$ cat src/rtl/instruction_loader_if.sv
// instruction_loader_if: loader bus; host (master) drives start/base_addr/in_*, loader (slave) drives in_ready, memory write port and status
interface instruction_loader_if #(parameter int MEM_ADDR_WIDTH = 9);
  logic start;
  logic [MEM_ADDR_WIDTH-1:0] base_addr;
  logic in_valid;
  logic [7:0] in_data;
  logic in_last;
  logic in_ready;
  logic mem_we;
  logic [MEM_ADDR_WIDTH-1:0] mem_addr;
  logic [15:0] mem_wdata;
  logic busy;
  logic done;
  logic [1:0] err_code;
  logic [MEM_ADDR_WIDTH:0] instr_count;
  modport master (
    output start, base_addr, in_valid, in_data, in_last,
    input in_ready, mem_we, mem_addr, mem_wdata, busy, done, err_code, instr_count
  );
  modport slave (
    input start, base_addr, in_valid, in_data, in_last,
    output in_ready, mem_we, mem_addr, mem_wdata, busy, done, err_code, instr_count
  );
endinterface

$ cat src/rtl/instruction_loader.sv
// instruction_loader: packs host byte pairs {itype,data} into 16-bit instruction-memory writes; ports clk, rst (async high), bus (slave: start/base_addr/in_* in, in_ready/mem_*/busy/done/err_code/instr_count out)
module instruction_loader #(
  parameter int MEM_ADDR_WIDTH = 9
) (
  input logic clk,
  input logic rst,
  instruction_loader_if.slave bus
);
  typedef enum logic [2:0] {IDLE, GET_TYPE, GET_DATA, WRITE, DRAIN, FINISH} state_t;
  localparam logic [MEM_ADDR_WIDTH:0] CAP = {1'b1, {MEM_ADDR_WIDTH{1'b0}}};
  state_t state, state_n;
  logic [MEM_ADDR_WIDTH-1:0] addr, addr_n;
  logic [MEM_ADDR_WIDTH:0] count, count_n;
  logic [7:0] itype, itype_n, data, data_n;
  logic last, last_n;
  logic [1:0] err, err_n, code;
  logic xfer;
  assign xfer = bus.in_valid && bus.in_ready;
  // error a type byte would raise: full memory outranks a bad opcode, which outranks a trailing odd byte
  assign code = (count == CAP) ? 2'd3 : (bus.in_data > 8'd6) ? 2'd1 : bus.in_last ? 2'd2 : 2'd0;
  always_comb begin
    state_n = state;
    addr_n = addr;
    count_n = count;
    itype_n = itype;
    data_n = data;
    last_n = last;
    err_n = err;
    case (state)
      IDLE: if (bus.start) begin
        state_n = GET_TYPE;
        addr_n = bus.base_addr;
        count_n = '0;
        err_n = 2'd0;
      end
      GET_TYPE: if (xfer) begin
        itype_n = (code == 2'd0) ? bus.in_data : itype;
        err_n = (code != 2'd0 && err == 2'd0) ? code : err;
        state_n = (code == 2'd0) ? GET_DATA : bus.in_last ? FINISH : DRAIN;
      end
      GET_DATA: if (xfer) begin
        data_n = bus.in_data;
        last_n = bus.in_last;
        state_n = WRITE;
      end
      WRITE: begin
        addr_n = addr + 1'b1;
        count_n = count + 1'b1;
        state_n = last ? FINISH : GET_TYPE;
      end
      DRAIN: state_n = (xfer && bus.in_last) ? FINISH : DRAIN;
      FINISH: state_n = IDLE;
      default: state_n = IDLE;
    endcase
  end
  always_ff @(posedge clk or posedge rst)
    if (rst) begin
      state <= IDLE;
      addr <= '0;
      count <= '0;
      itype <= '0;
      data <= '0;
      last <= 1'b0;
      err <= 2'd0;
    end else begin
      state <= state_n;
      addr <= addr_n;
      count <= count_n;
      itype <= itype_n;
      data <= data_n;
      last <= last_n;
      err <= err_n;
    end
  assign bus.in_ready = state inside {GET_TYPE, GET_DATA, DRAIN};
  assign bus.mem_we = state == WRITE;
  assign bus.mem_addr = addr;
  assign bus.mem_wdata = {itype, data};
  assign bus.busy = state != IDLE;
  assign bus.done = state == FINISH;
  assign bus.err_code = err;
  assign bus.instr_count = count;
endmodule

$ cat src/flat_wrapper.sv
// flat-port wrapper written by rule: the top's interface ports become plain ports
module instruction_loader_flat 
#(
  parameter int MEM_ADDR_WIDTH = 9
)
  (clk, rst, bus_start, bus_base_addr, bus_in_valid, bus_in_data, bus_in_last, bus_in_ready, bus_mem_we, bus_mem_addr, bus_mem_wdata, bus_busy, bus_done, bus_err_code, bus_instr_count);
  instruction_loader_if #(.MEM_ADDR_WIDTH(MEM_ADDR_WIDTH)) bus_i ();
  input logic clk;
  input logic rst;
  input wire logic [$bits(bus_i.start)-1:0] bus_start;
  input wire logic [$bits(bus_i.base_addr)-1:0] bus_base_addr;
  input wire logic [$bits(bus_i.in_valid)-1:0] bus_in_valid;
  input wire logic [$bits(bus_i.in_data)-1:0] bus_in_data;
  input wire logic [$bits(bus_i.in_last)-1:0] bus_in_last;
  output wire logic [$bits(bus_i.in_ready)-1:0] bus_in_ready;
  output wire logic [$bits(bus_i.mem_we)-1:0] bus_mem_we;
  output wire logic [$bits(bus_i.mem_addr)-1:0] bus_mem_addr;
  output wire logic [$bits(bus_i.mem_wdata)-1:0] bus_mem_wdata;
  output wire logic [$bits(bus_i.busy)-1:0] bus_busy;
  output wire logic [$bits(bus_i.done)-1:0] bus_done;
  output wire logic [$bits(bus_i.err_code)-1:0] bus_err_code;
  output wire logic [$bits(bus_i.instr_count)-1:0] bus_instr_count;
  assign bus_i.start = bus_start;
  assign bus_i.base_addr = bus_base_addr;
  assign bus_i.in_valid = bus_in_valid;
  assign bus_i.in_data = bus_in_data;
  assign bus_i.in_last = bus_in_last;
  assign bus_in_ready = bus_i.in_ready;
  assign bus_mem_we = bus_i.mem_we;
  assign bus_mem_addr = bus_i.mem_addr;
  assign bus_mem_wdata = bus_i.mem_wdata;
  assign bus_busy = bus_i.busy;
  assign bus_done = bus_i.done;
  assign bus_err_code = bus_i.err_code;
  assign bus_instr_count = bus_i.instr_count;
  instruction_loader #(.MEM_ADDR_WIDTH(MEM_ADDR_WIDTH)) u_core (.clk(clk), .rst(rst), .bus(bus_i));
endmodule
$ cat config.mk
export PLATFORM = sky130hd
export DESIGN_NAME = instruction_loader_flat
export DESIGN_NICKNAME = d
export VERILOG_FILES = /design/src/rtl/instruction_loader_if.sv /design/src/rtl/instruction_loader.sv /design/src/flat_wrapper.sv
export SDC_FILE = /design/constraint.sdc
export NUM_CORES = 1
export LEC_CHECK = 0
export BUFFER_PORTS_ARGS = -buffer_cell sky130_fd_sc_hd__buf_4
export CAP_MARGIN = 20
export CORE_AREA = 2 2 59 88
export DETAILED_ROUTE_END_ITERATION = 10
export DIE_AREA = 0 0 61 90
export GPL_TIMING_DRIVEN = 0
export PLACE_DENSITY = 0.7
export SYNTH_ARGS = -nofsm -noshare
export SYNTH_HDL_FRONTEND = slang
export SYNTH_SLANG_ARGS = --single-unit
$ cat constraint.sdc
create_clock -name clk -period 2.5 [get_ports clk]
set_clock_uncertainty 0.15 [all_clocks]
set_input_delay 0.125 -clock clk [delete_from_list [all_inputs] [get_ports clk]]
set_output_delay 0.125 -clock clk [all_outputs]
set_load 0.02 [all_outputs]
==> results.toml <==
[clock_tree]
cts_buffers = 5
h-tree-depth = 2
root_buffer = "clkbuf_8"
clock_latency_ns = 0.30
clk_path_buf_depth = 2
clkTransAtPathRegs_ns = 0.09
cts_sinks = 41
tritoncts = "yes"

[setup_path]
crit_path_max_fanout = 8
crit_arrival_ns = 2.09
required_ns = 2.54
start_kind = "flip-flop"
crit_path_end_kind = "flip-flop"
criticalPathCategory = "flip-flop to flip-flop"

[drt]
vias = 1889
dr.first_iter.drc_count = 102
finalWirelength_mm = 5.08
drt_first_pass_iters = 6
postRouteAntennaNets = 0
via_per_inst = 5.38
wl_per_cell_um = 14.5
drc = 0

[logic_synthesis]
synth_ff_type = "dfrtp_1"
synth.area.top_cells = "dfrtp_1, mux2_2, nand2_1"
synth_top_area_share_pct = 49.8
synth_area_per_cell_um2 = 10.5
synth_most_common_cell = "dfrtp_1"
synth_cell_types = 43
yosys.area.top_type = "dfrtp_1"
synth_commonest_cells = "dfrtp_1, nand2_1, o21ai_0"
yosys_warnings = 0
synth_edf_count = 0
seq_area_frac_synth_pct = 49.8
syn_area_mm2 = 0.00206
syn_inst = 197
synth-seq-cells = 41
synth_nets = 222
async_flop_share_pct = 100

[placed_design]
gp_congestion = 0.793
dp_slack_ns = 0.421
port_buffers = 62
post-dp-hpwl_mm = 3.59

[floorplanning]
die_h_um = 90
die_w_um = 61
ios = 63
fp-row-count = 31
core_mm2 = 0.00477
dieArea_mm2 = 0.00549
start_util_pct = 43.2

[timing]
setup_viol = 0
relSlewSlack_pct = 42.7
hold_viol_final = 0
worst_pin_slew_ns = 0.858
fin_ws_ns = 0.448
drv_slew = 0
min_period_ns = 2.05
holdWs_ns = 0.0163
fin_crit_sh_pct = 82.1
rsz0062_at_grt = "no"
finalSetupTns_ns = 0
fmax_mhz = 487

[power]
p_leak_nw = 1.40
p_clk_share_pct = 23.5
powerDensity_mw_per_mm2 = 799
vdd_drop_max_uv = 430
p_sw_w = 0.000856
p_seq_share_pct = 39.5
comb_power_share_pct = 37.0
p_int_w = 0.00147
switching_share_pct = 36.9

[final_layout]
fin_nets = 309
drive_gt1_share_pct = 33.3
fillers = 434
antennaDiodeCount = 0
area_delta_synth_final_pct = 40.9

[global_route]
grt_max_degree = 42
antenna_found_initial = 0
track_usage_pct = 20.3
grt_pass1_vias = 1871
grt.overflow.total = 0
grt_pass1_wl_mm = 8.50

[run]
drv_cap = 0

[status]
outcome = "complete, no violations"

[hold_path]
hp-class = "input port to flip-flop"
final timing paths:
kind / from / endpoint / slack, ns / depth (start not counted)
setup / recovery: u_core.bus.instr_count[0] / u_core.itype[2] / 0.45 / 5
hold / removal: bus_start / u_core.state[0] / 0.02 / 3
setup reg to reg: u_core.bus.instr_count[0] / u_core.itype[2] / 0.45 / 5
hold reg to reg: u_core.itype[3] / u_core.itype[3] / 0.35 / 1
max in group asynchronous: rst / u_core.bus.instr_count[4] / 1.24 / 3
min in group asynchronous: rst / u_core.itype[3] / 0.41 / 3
worst max-delay path: stages (launching register included):
cell and delay (ns):
dfrtp_1 0.44, inv_1 0.10, ha_1 0.20, and4_1 0.22
nor4b_4 0.44, mux2_2 0.39
layout by cell type (no fill, tap or decap), types with 6 or more instances in the layout:
cell type and n:
mux2_2 12, dlygate4sd3_1 18, and2b_1 6, buf_4 63, nand2_1 22, a21oi_1 6
dfrtp_1 41, o31ai_1 6, nand3_1 8, o21ai_0 15, nand4_1 6, nor2_1 14
timing repair:
action,CTS,global route
resized for setup,0,0
setup buffers,0,0
endpoints found under the setup margin,0,0
hold buffers,18,0
hold endpoints to repair,63,0
layout make-up:
| type | count | area [µm²] | area share (%) |
|---|---|---|---|
| clock buffers | 5 | 68.8 | 2.37 |
| well taps | 66 | 82.6 | 2.84 |
| inverters | 7 | 26.3 | 0.904 |
| multi-input cells | 142 | 970 | 33.4 |
| plain buffers | 7 | 40.0 | 1.38 |
| flip-flops and latches | 41 | 1030 | 35.3 |
| clock inverters | 3 | 46.3 | 1.59 |
| repair buffers | 80 | 646 | 22.2 |
cell families (layout without fill, tap and decap cells):
family,count (synthesis),in the layout,share of synthesized area (%)
compound gates,45,45,14.3
fa+ha+maj,3,3,1.82
buf+inv,14,102,3.22
flops,41,41,49.8
mux,15,15,8.01
simple gates,79,79,22.9
per-layer routing:
| metal | vias to the layer above | GRT usage, % | part of all wire (%) |
|---|---|---|---|
| li1 | 903 | - | - |
| met3 | 7 | 4.75 | 5.2 |
| met1 | 916 | 23.3 | 39 |
| met5 | - | 0 | 0 |
| met4 | 0 | 7.97 | 1.8 |
| met2 | 63 | 34.8 | 54 |
power by group through the flow:
stage / combinational (W) / clock (W) / sequential [W]
finish: 0.000858 / 0.000546 / 0.000918
global route: 0.000940 / 0.000581 / 0.000936
CTS: 0.000867 / 0.000562 / 0.000918
detailed placement: 0.000838 / 0 / 0.000929
global placement: 0.000831 / 0 / 0.000924
floorplan: 0.000418 / 0 / 0.00101
registers in the layout, summed over array words and instances (netlist names):
signal                  cells
u_core.state                3
u_core.bus.err_code         2
u_core.data                 8
u_core.bus.mem_addr         9
u_core.bus.instr_count     10
u_core.itype                8
u_core.last                 1
through the flow:
stage               total power (W)  instance area (µm²)  utilization (%)  instances
floorplan                   0.00143                 2060                -        197
global placement            0.00175                 2610             54.7        325
detailed placement          0.00177                 2610             54.7        325
CTS                         0.00235                 2910             60.9        351
global route                0.00246                 2910             60.9        351
finish                      0.00232                 2910             60.9        351
Note: power is estimated with default switching activity, not from simulation.
